File: config.mk
export PLATFORM = sky130hd
export DESIGN_NAME = divisor_8x8
export DESIGN_NICKNAME = d
export VERILOG_FILES = /design/src/rtl/divisor_8x8_pkg.sv /design/src/rtl/divisor_8x8_subtrator.sv /design/src/rtl/divisor_8x8.sv
export SDC_FILE = /design/constraint.sdc
export NUM_CORES = 1
export LEC_CHECK = 0
export ABC_AREA = 1
export BUFFER_PORTS_ARGS = -buffer_cell sky130_fd_sc_hd__buf_2
export CAP_MARGIN = 20
export CORE_MARGIN = 2
export CORE_UTILIZATION = 52
export CTS_CLUSTER_DIAMETER = 60
export DETAILED_ROUTE_END_ITERATION = 6
export PLACE_DENSITY = 0.83
export SLEW_MARGIN = 5
export SYNTH_ARGS = -nofsm -noshare
export SYNTH_HDL_FRONTEND = slang
export SYNTH_HIERARCHICAL = 1
export SYNTH_SLANG_ARGS = --single-unit
File: constraint.sdc
create_clock -name CLOCK -period 7.64 [get_ports CLOCK]
set_clock_uncertainty 0.15 [all_clocks]
set_input_delay 1.528 -clock CLOCK [delete_from_list [all_inputs] [get_ports CLOCK]]
set_output_delay 1.528 -clock CLOCK [all_outputs]
set_load 0.005 [all_outputs]
File: src/rtl/divisor_8x8_pkg.sv
// Shared ULA package: datapath width and divider FSM state encodings.
package divisor_8x8_pkg;

  localparam int ULA_WIDTH = 8;

  typedef enum logic [1:0] {
    ST_IDLE   = 2'd0,
    ST_DIVIDE = 2'd1,
    ST_DONE   = 2'd2
  } div_state_e;

endpackage : divisor_8x8_pkg

File: src/rtl/divisor_8x8_subtrator.sv
// Ripple-borrow subtractor: diff = a - b, bout = 1 when a < b (unsigned).
module subtrator_8x8 #(
  parameter int WIDTH = 8
) (
  input  logic [WIDTH-1:0] a,
  input  logic [WIDTH-1:0] b,
  output logic [WIDTH-1:0] diff,
  output logic             bout
);

  logic [WIDTH:0] bw;

  assign bw[0] = 1'b0;

  // One full-subtractor cell per bit; borrow ripples LSB to MSB.
  for (genvar i = 0; i < WIDTH; i++) begin : g_cell
    assign diff[i]  = a[i] ^ b[i] ^ bw[i];
    assign bw[i+1]  = (~a[i] & b[i]) | (~(a[i] ^ b[i]) & bw[i]);
  end

  assign bout = bw[WIDTH];

endmodule : subtrator_8x8

File: src/rtl/divisor_8x8.sv
// Sequential restoring-style divider by repeated subtraction.
// One subtraction per cycle; latency is quotient+1 cycles after START.
module divisor_8x8
  import divisor_8x8_pkg::*;
#(
  parameter int WIDTH = ULA_WIDTH
) (
  input  logic             CLOCK,
  input  logic             RESET,
  input  logic             START,
  input  logic [WIDTH-1:0] A,
  input  logic [WIDTH-1:0] B,
  output logic [WIDTH-1:0] Quociente,
  output logic [WIDTH-1:0] Resto,
  output logic             DivZero,
  output logic             Pronto
);

  div_state_e       state_q, state_d;
  logic [WIDTH-1:0] b_q, b_d;
  logic [WIDTH-1:0] rem_q, rem_d;
  logic [WIDTH-1:0] quo_q, quo_d;
  logic             dz_q, dz_d;
  logic             pronto_q, pronto_d;

  logic [WIDTH-1:0] diff;
  logic             bout;
  logic             rem_ge_b;
  logic [WIDTH-1:0] quo_inc;
  logic [WIDTH-1:0] carry;

  // The single subtractor serves both the compare and the update.
  subtrator_8x8 #(.WIDTH(WIDTH)) u_sub (
    .a    (rem_q),
    .b    (b_q),
    .diff (diff),
    .bout (bout)
  );

  assign rem_ge_b = ~bout;

  // Half-adder chain increments the quotient; it cannot wrap since Q <= 255.
  assign carry[0] = 1'b1;
  for (genvar i = 0; i < WIDTH; i++) begin : g_inc
    assign quo_inc[i] = quo_q[i] ^ carry[i];
    if (i < WIDTH - 1) begin : g_carry
      assign carry[i+1] = quo_q[i] & carry[i];
    end
  end

  // Next-state and datapath update.
  always_comb begin
    state_d  = state_q;
    b_d      = b_q;
    rem_d    = rem_q;
    quo_d    = quo_q;
    dz_d     = dz_q;
    pronto_d = pronto_q;
    case (state_q)
      ST_IDLE, ST_DONE: begin
        if (START) begin
          b_d   = B;
          rem_d = A;
          if (B == '0) begin
            quo_d    = '1;
            dz_d     = 1'b1;
            state_d  = ST_DONE;
            pronto_d = 1'b1;
          end else begin
            quo_d    = '0;
            dz_d     = 1'b0;
            state_d  = ST_DIVIDE;
            pronto_d = 1'b0;
          end
        end
      end
      ST_DIVIDE: begin
        // START is deliberately not looked at here.
        if (rem_ge_b) begin
          rem_d = diff;
          quo_d = quo_inc;
        end else begin
          state_d  = ST_DONE;
          pronto_d = 1'b1;
        end
      end
      default: begin
        state_d  = ST_IDLE;
        pronto_d = 1'b0;
      end
    endcase
  end

  // FSM state and all result registers; reset aborts any operation.
  always_ff @(posedge CLOCK or negedge RESET) begin
    if (!RESET) begin
      state_q  <= ST_IDLE;
      b_q      <= '0;
      rem_q    <= '0;
      quo_q    <= '0;
      dz_q     <= 1'b0;
      pronto_q <= 1'b0;
    end else begin
      state_q  <= state_d;
      b_q      <= b_d;
      rem_q    <= rem_d;
      quo_q    <= quo_d;
      dz_q     <= dz_d;
      pronto_q <= pronto_d;
    end
  end

  assign Quociente = quo_q;
  assign Resto     = rem_q;
  assign DivZero   = dz_q;
  assign Pronto    = pronto_q;

endmodule : divisor_8x8

# Word-level counts from Yosys, hierarchy flattened
# Index checks and enable logic that the tools add are counted.
[classes] eq_ne=5 muxes=15 bitwise=66 reduce_logical=7
[op_table] operator="2-to-1 mux 8 bit" n=5
[op_table] operator="case mux 8 bit (2 select lines)" n=2
[op_table] operator="bitwise XOR 1 bit" n=22
[op_table] operator="AND 1 bit" n=21
[op_table] operator="NOT 1 bit" n=16
[op_table] operator="zero test 8 bit" n=1
[op_table] operator="bitwise OR 1 bit" n=7
[op_table] operator="2-to-1 mux 2 bit" n=3
[op_table] operator="!= test 2 bit (second input constant)" n=3
[op_table] operator="case mux 2 bit (2 select lines)" n=1
[op_table] operator="AND reduction 2 bit" n=2
[op_table] operator="2-to-1 mux 1 bit" n=3
[op_table] operator="AND reduction 3 bit" n=1
[op_table] operator="== test 2 x 1 -> 1 bit (second input constant)" n=1
[op_table] operator="== test 2 bit (second input constant)" n=1
[op_table] operator="zero test 2 bit" n=1
[op_table] operator="case mux 1 bit (2 select lines)" n=1
[op_table] operator="nonzero test 2 bit" n=1
[op_table] operator="OR reduction 2 bit" n=1
[totals] reg_bits=28 in_bits=19 output_inout_bits=18 elab_cells=99

# Depth between registers and ports, before layout
[logic_depth] word_depth=18 ltp_mapped=19 mapped_depth_nobuf=19

# Modules after synthesis
# Netlist, hierarchy kept.
[modules_own_cells] mod="divisor_8x8" instances=1 cells_per_inst=146 area_per_inst_um2=1421.4 seq_area_each_um2=675.6
[modules_own_cells] mod="subtrator_8x8" instances=1 cells_per_inst=26 area_per_inst_um2=220.2 seq_area_each_um2=0.0

# Worst setup path before layout
# OpenSTA, ideal clock, no wires.
[synth_timing] path_kind="reg-to-reg" startpoint="register rem_q[0], in the netlist Resto[0]" endpoint="register rem_q[1], in the netlist Resto[1]" setup_ns=0.119 t_arrival_ns=3.475 t_required_ns=7.371 setup_slack_ns=3.897 path_stages_with_launch=20 path_buffers=1 period_less_slack_ns=3.743 path_cell_list="dfrtp_1 inv_1 ha_1 inv_1 fa_1 inv_1 fa_1 fa_1 fa_1 fa_1 fa_1 inv_1 fa_1 inv_1 inv_1 nand2_4 nand2_8 buf_12 nand3_2 o21a_1"
[synth_via] elab_chain_len=18 word_cells_on_any_way=21
[synth_lines] element="from (decl)" line_no="divisor_8x8.sv:21" text="logic [WIDTH-1:0] rem_q, rem_d;"
[synth_lines] element="from (signal assigned)" line_no="divisor_8x8.sv:106" text="rem_q <= rem_d;"
[synth_lines] element="NOT 1 bit" line_no="divisor_8x8_subtrator.sv:18" text="assign bw[i+1] = (~a[i] & b[i]) | (~(a[i] ^ b[i]) & bw[i]);"
[synth_lines] element="AND 1 bit (2 in a row)" line_no="divisor_8x8_subtrator.sv:18"
[synth_lines] element="bitwise OR 1 bit" line_no="divisor_8x8_subtrator.sv:18"
[synth_lines] element="AND 1 bit" line_no="divisor_8x8_subtrator.sv:18"
[synth_lines] element="bitwise OR 1 bit" line_no="divisor_8x8_subtrator.sv:18"
[synth_lines] element="AND 1 bit" line_no="divisor_8x8_subtrator.sv:18"
[synth_lines] element="bitwise OR 1 bit" line_no="divisor_8x8_subtrator.sv:18"
[synth_lines] element="AND 1 bit" line_no="divisor_8x8_subtrator.sv:18"
[synth_lines] element="(+2 left out)"
[synth_lines] element="bitwise OR 1 bit" line_no="divisor_8x8_subtrator.sv:18"
[synth_lines] element="AND 1 bit" line_no="divisor_8x8_subtrator.sv:18"
[synth_lines] element="bitwise OR 1 bit" line_no="divisor_8x8_subtrator.sv:18"
[synth_lines] element="AND 1 bit" line_no="divisor_8x8_subtrator.sv:18"
[synth_lines] element="bitwise OR 1 bit" line_no="divisor_8x8_subtrator.sv:18"
[synth_lines] element="named net bout" line_no="divisor_8x8.sv:27" text="logic bout;"
[synth_lines] element="!= test 2 bit (no line)"
[synth_lines] element="AND reduction 3 bit (no line)"
# The timed path passes the listed nets, and every way through them passes these cells. The select of a mux whose other input is x is not followed.
# A chain may end at the register's enable or synchronous reset.

# Worst setup path after layout
[layout_timing] startpoint="register rem_q[0], in the netlist Resto[0]" endpoint="register rem_q[0], in the netlist Resto[0]"
# The elaborated chain is that of the path after synthesis.

==> run summary <==
Run status: finished, final reports clean
Worst-skew pair later-pin latency: 330 ps
Root Buffer: clkbuf_4
Post-synthesis sequential area ratio: 0.412
Async set-reset flop share out of synthesis: 1.00
Max Root-Sink Buffers: 2
Placed cell areas: 0.00183 mm²
Crit-path max cell delay: 390 ps
Area leader, netlist: dfrtp_1
Vias in the first global route: 1239
Starting Density: 0.542
# setup viols final: 0
Post-synth top area share: 0.412
Syn. warnings: 6
Post-CTS resize count: 0
Worst Setup End Kind: flip-flop
Max-Cap Viols: 0
CP dominant cell by count: fa_1
Crit-path slowest cell: dfrtp_1
Worst hold path type: reg2reg
Num rows: 20
Power per cell area: 116 mW/mm²
Core area: 0.00303 mm²
Setup bufs post-CTS: 0
Final min period: 3940 ps
HPWL after DPL: 2210 µm
Total CTS buffers: 3
Least-Margin Pin Slew: 600 ps
Post-synth EDFFs: 0
CP max FO: 25
Top Ports: 37
Crit path kind: reg2reg
Final Cycle Share: 0.516
Syn Area/Cell: 9.54 µm²
Pin count of the biggest net entering global routing: 28
CP Launch Type: flip-flop
All-Layer GR Usage: 0.200
#FFs+latches synth: 27
IO buf count: 36
Rel. slew slack: 0.600
Hold Violations, Final: 0
Hold Buf Count CTS: 0
Buf+Inv Stages, Crit Path: 6
Vias per cell: 4.78
Drt first pass iters: 4
WL/cell: 11.8 µm
Delay-heaviest family, CP: adder cells
Most instantiated cells after synthesis: inv_1, nand2_1, dfrtp_1
Filler cells: 281
Main synth FF type: dfrtp_1
Syn_nets: 205
Unrepaired setup endpoints after global routing: no
Share of cells above drive strength 1: 0.313
Max-slew violation count: 0
Routed wire length: 2970 µm
Peak VDD IR: 0.0759 mV
Residual DRC: 0
CTS tree: built
Area contributors post-synth: dfrtp_1, fa_1, inv_1, nand2_1, mux2_2
Setup TNS: 0 ps
WP data arrival: 4030 ps
Antenna cells: 0
Critical Path RT: 7730 ps
DR iter-0 viols: 49
Global-route wire length before repair: 5440 µm
Total gr overflow: 0
Mapped Area: 0.00164 mm²
NumNets Final: 242
LEAKAGE: 0.984 nW
Die height: 60.2 µm
Antenna violations before repair: 0
Final Instance Area: 0.00185 mm²
Final Wtd Congestion: 0.772
Sink Count: 27
Die Wd: 60.2 µm
Post-synthesis cell type count: 22
Fmax: 0.254 GHz
CP cell instances: inv_1, ha_1, inv_1, fa_1, inv_1, fa_1, fa_1, fa_1, fa_1, fa_1, inv_1, fa_1, inv_1, inv_1, nand2_4, nand2_8, nand3_1, o21a_1
DR vias: 1205
Most common cell in the synthesized netlist: inv_1
Clock transition at the registers of the reported paths: 140 ps
Area delta synth->final: 12.9%
Cells after Synth: 172
Total Die Area: 0.00362 mm²
Post-layout util: 0.612
Routed Antenna Nets: 0
H-Tree Depth: 1
## stage by stage
| stage | hold slack [ps] | setup slack [ps] | total power, mW | std cells |
|---|---|---|---|---|
| after floorplan | 325 | 3900 | 0.146 | 172 |
| after global placement | 341 | 3810 | 0.154 | 248 |
| after detailed placement | 345 | 3680 | 0.155 | 248 |
| after CTS | 377 | 3660 | 0.216 | 252 |
| after global routing | 399 | 3420 | 0.221 | 252 |
| final | 366 | 3700 | 0.215 | 252 |
## routing by layer
layer	track usage	routed length [µm]
met5	0	0
met2	0.339	1540
met3	0.0195	89
met1	0.269	1320
met4	0.0667	30
## worst register-to-register path, stage by stage, from the launching register on
cell     delay [ps]
dfrtp_1         390
inv_1            50
ha_1            190
inv_1            60
fa_1            150
inv_1            50
fa_1            380
fa_1            390
fa_1            380
fa_1            390
fa_1            360
inv_1            70
fa_1            150
inv_1            40
inv_1            80
nand2_4         110
nand2_8         210
nand3_1         110
o21a_1          120
## final cells by class
cell class	instances	area (µm²)	share of cell area
clock buffers	4	26.3	0.0142
inverters	31	116	0.0628
multi-input cells	110	800	0.431
flip-flops and latches	27	676	0.365
well taps	44	55.1	0.0297
repair buffers	36	180	0.0972
## cell families (layout without fill, tap and decap cells)
kind of cell             after synthesis  count (layout)  synth area share
AND/OR/NAND/NOR                       62              62             0.200
multiplexers                           8               8            0.0549
flip-flops                            27              27             0.412
buffers and inverters                 35              71             0.101
adder cells (fa/ha/maj)               14              14             0.139
AO/OA/AOI/OAI                         26              26            0.0930
## cell usage in the layout (no fill, tap or decap)
cell type  instances
a21oi_1           15
buf_2             36
clkbuf_1           1
clkbuf_4           3
dfrtp_1           27
fa_1               7
ha_1               7
inv_1             30
inv_2              1
mux2_2             8
nand2_1           28
nand2_2            2
nand2_4            1
nand2_8            1
nand3_1            5
nand3_2            4
nor2_1            12
nor2_2             8
nor2_8             1
o21a_1             8
o21ai_0            2
o31ai_1            1
## registers in the layout (all words and copies together), names as in the netlist
| name | cells |
|---|---|
| DivZero | 1 |
| Quociente | 8 |
| Resto | 8 |
| b_q | 8 |
| state_q | 2 |
## report_power, final
group | internal [mW] | switching (mW) | total [mW]
clock network | 0.0205 | 0.0429 | 0.0634
logic | 0.00356 | 0.00501 | 0.00857
registers | 0.143 | 0 | 0.143
## worst paths after layout
check	start	end	slack, ps	cells after the start
max	Resto[0]$_DFFE_PN0P_	Resto[0]$_DFFE_PN0P_	3700	18
min	DivZero$_DFFE_PN0P_	DivZero$_DFFE_PN0P_	370	2
max reg2reg	Resto[0]$_DFFE_PN0P_	Resto[0]$_DFFE_PN0P_	3700	18
min reg2reg	DivZero$_DFFE_PN0P_	DivZero$_DFFE_PN0P_	370	2
max in group asynchronous	RESET	b_q[0]$_DFFE_PN0P_	5920	1
min in group asynchronous	RESET	b_q[5]$_DFFE_PN0P_	1030	1
Note: power is estimated with default switching activity, not from simulation.
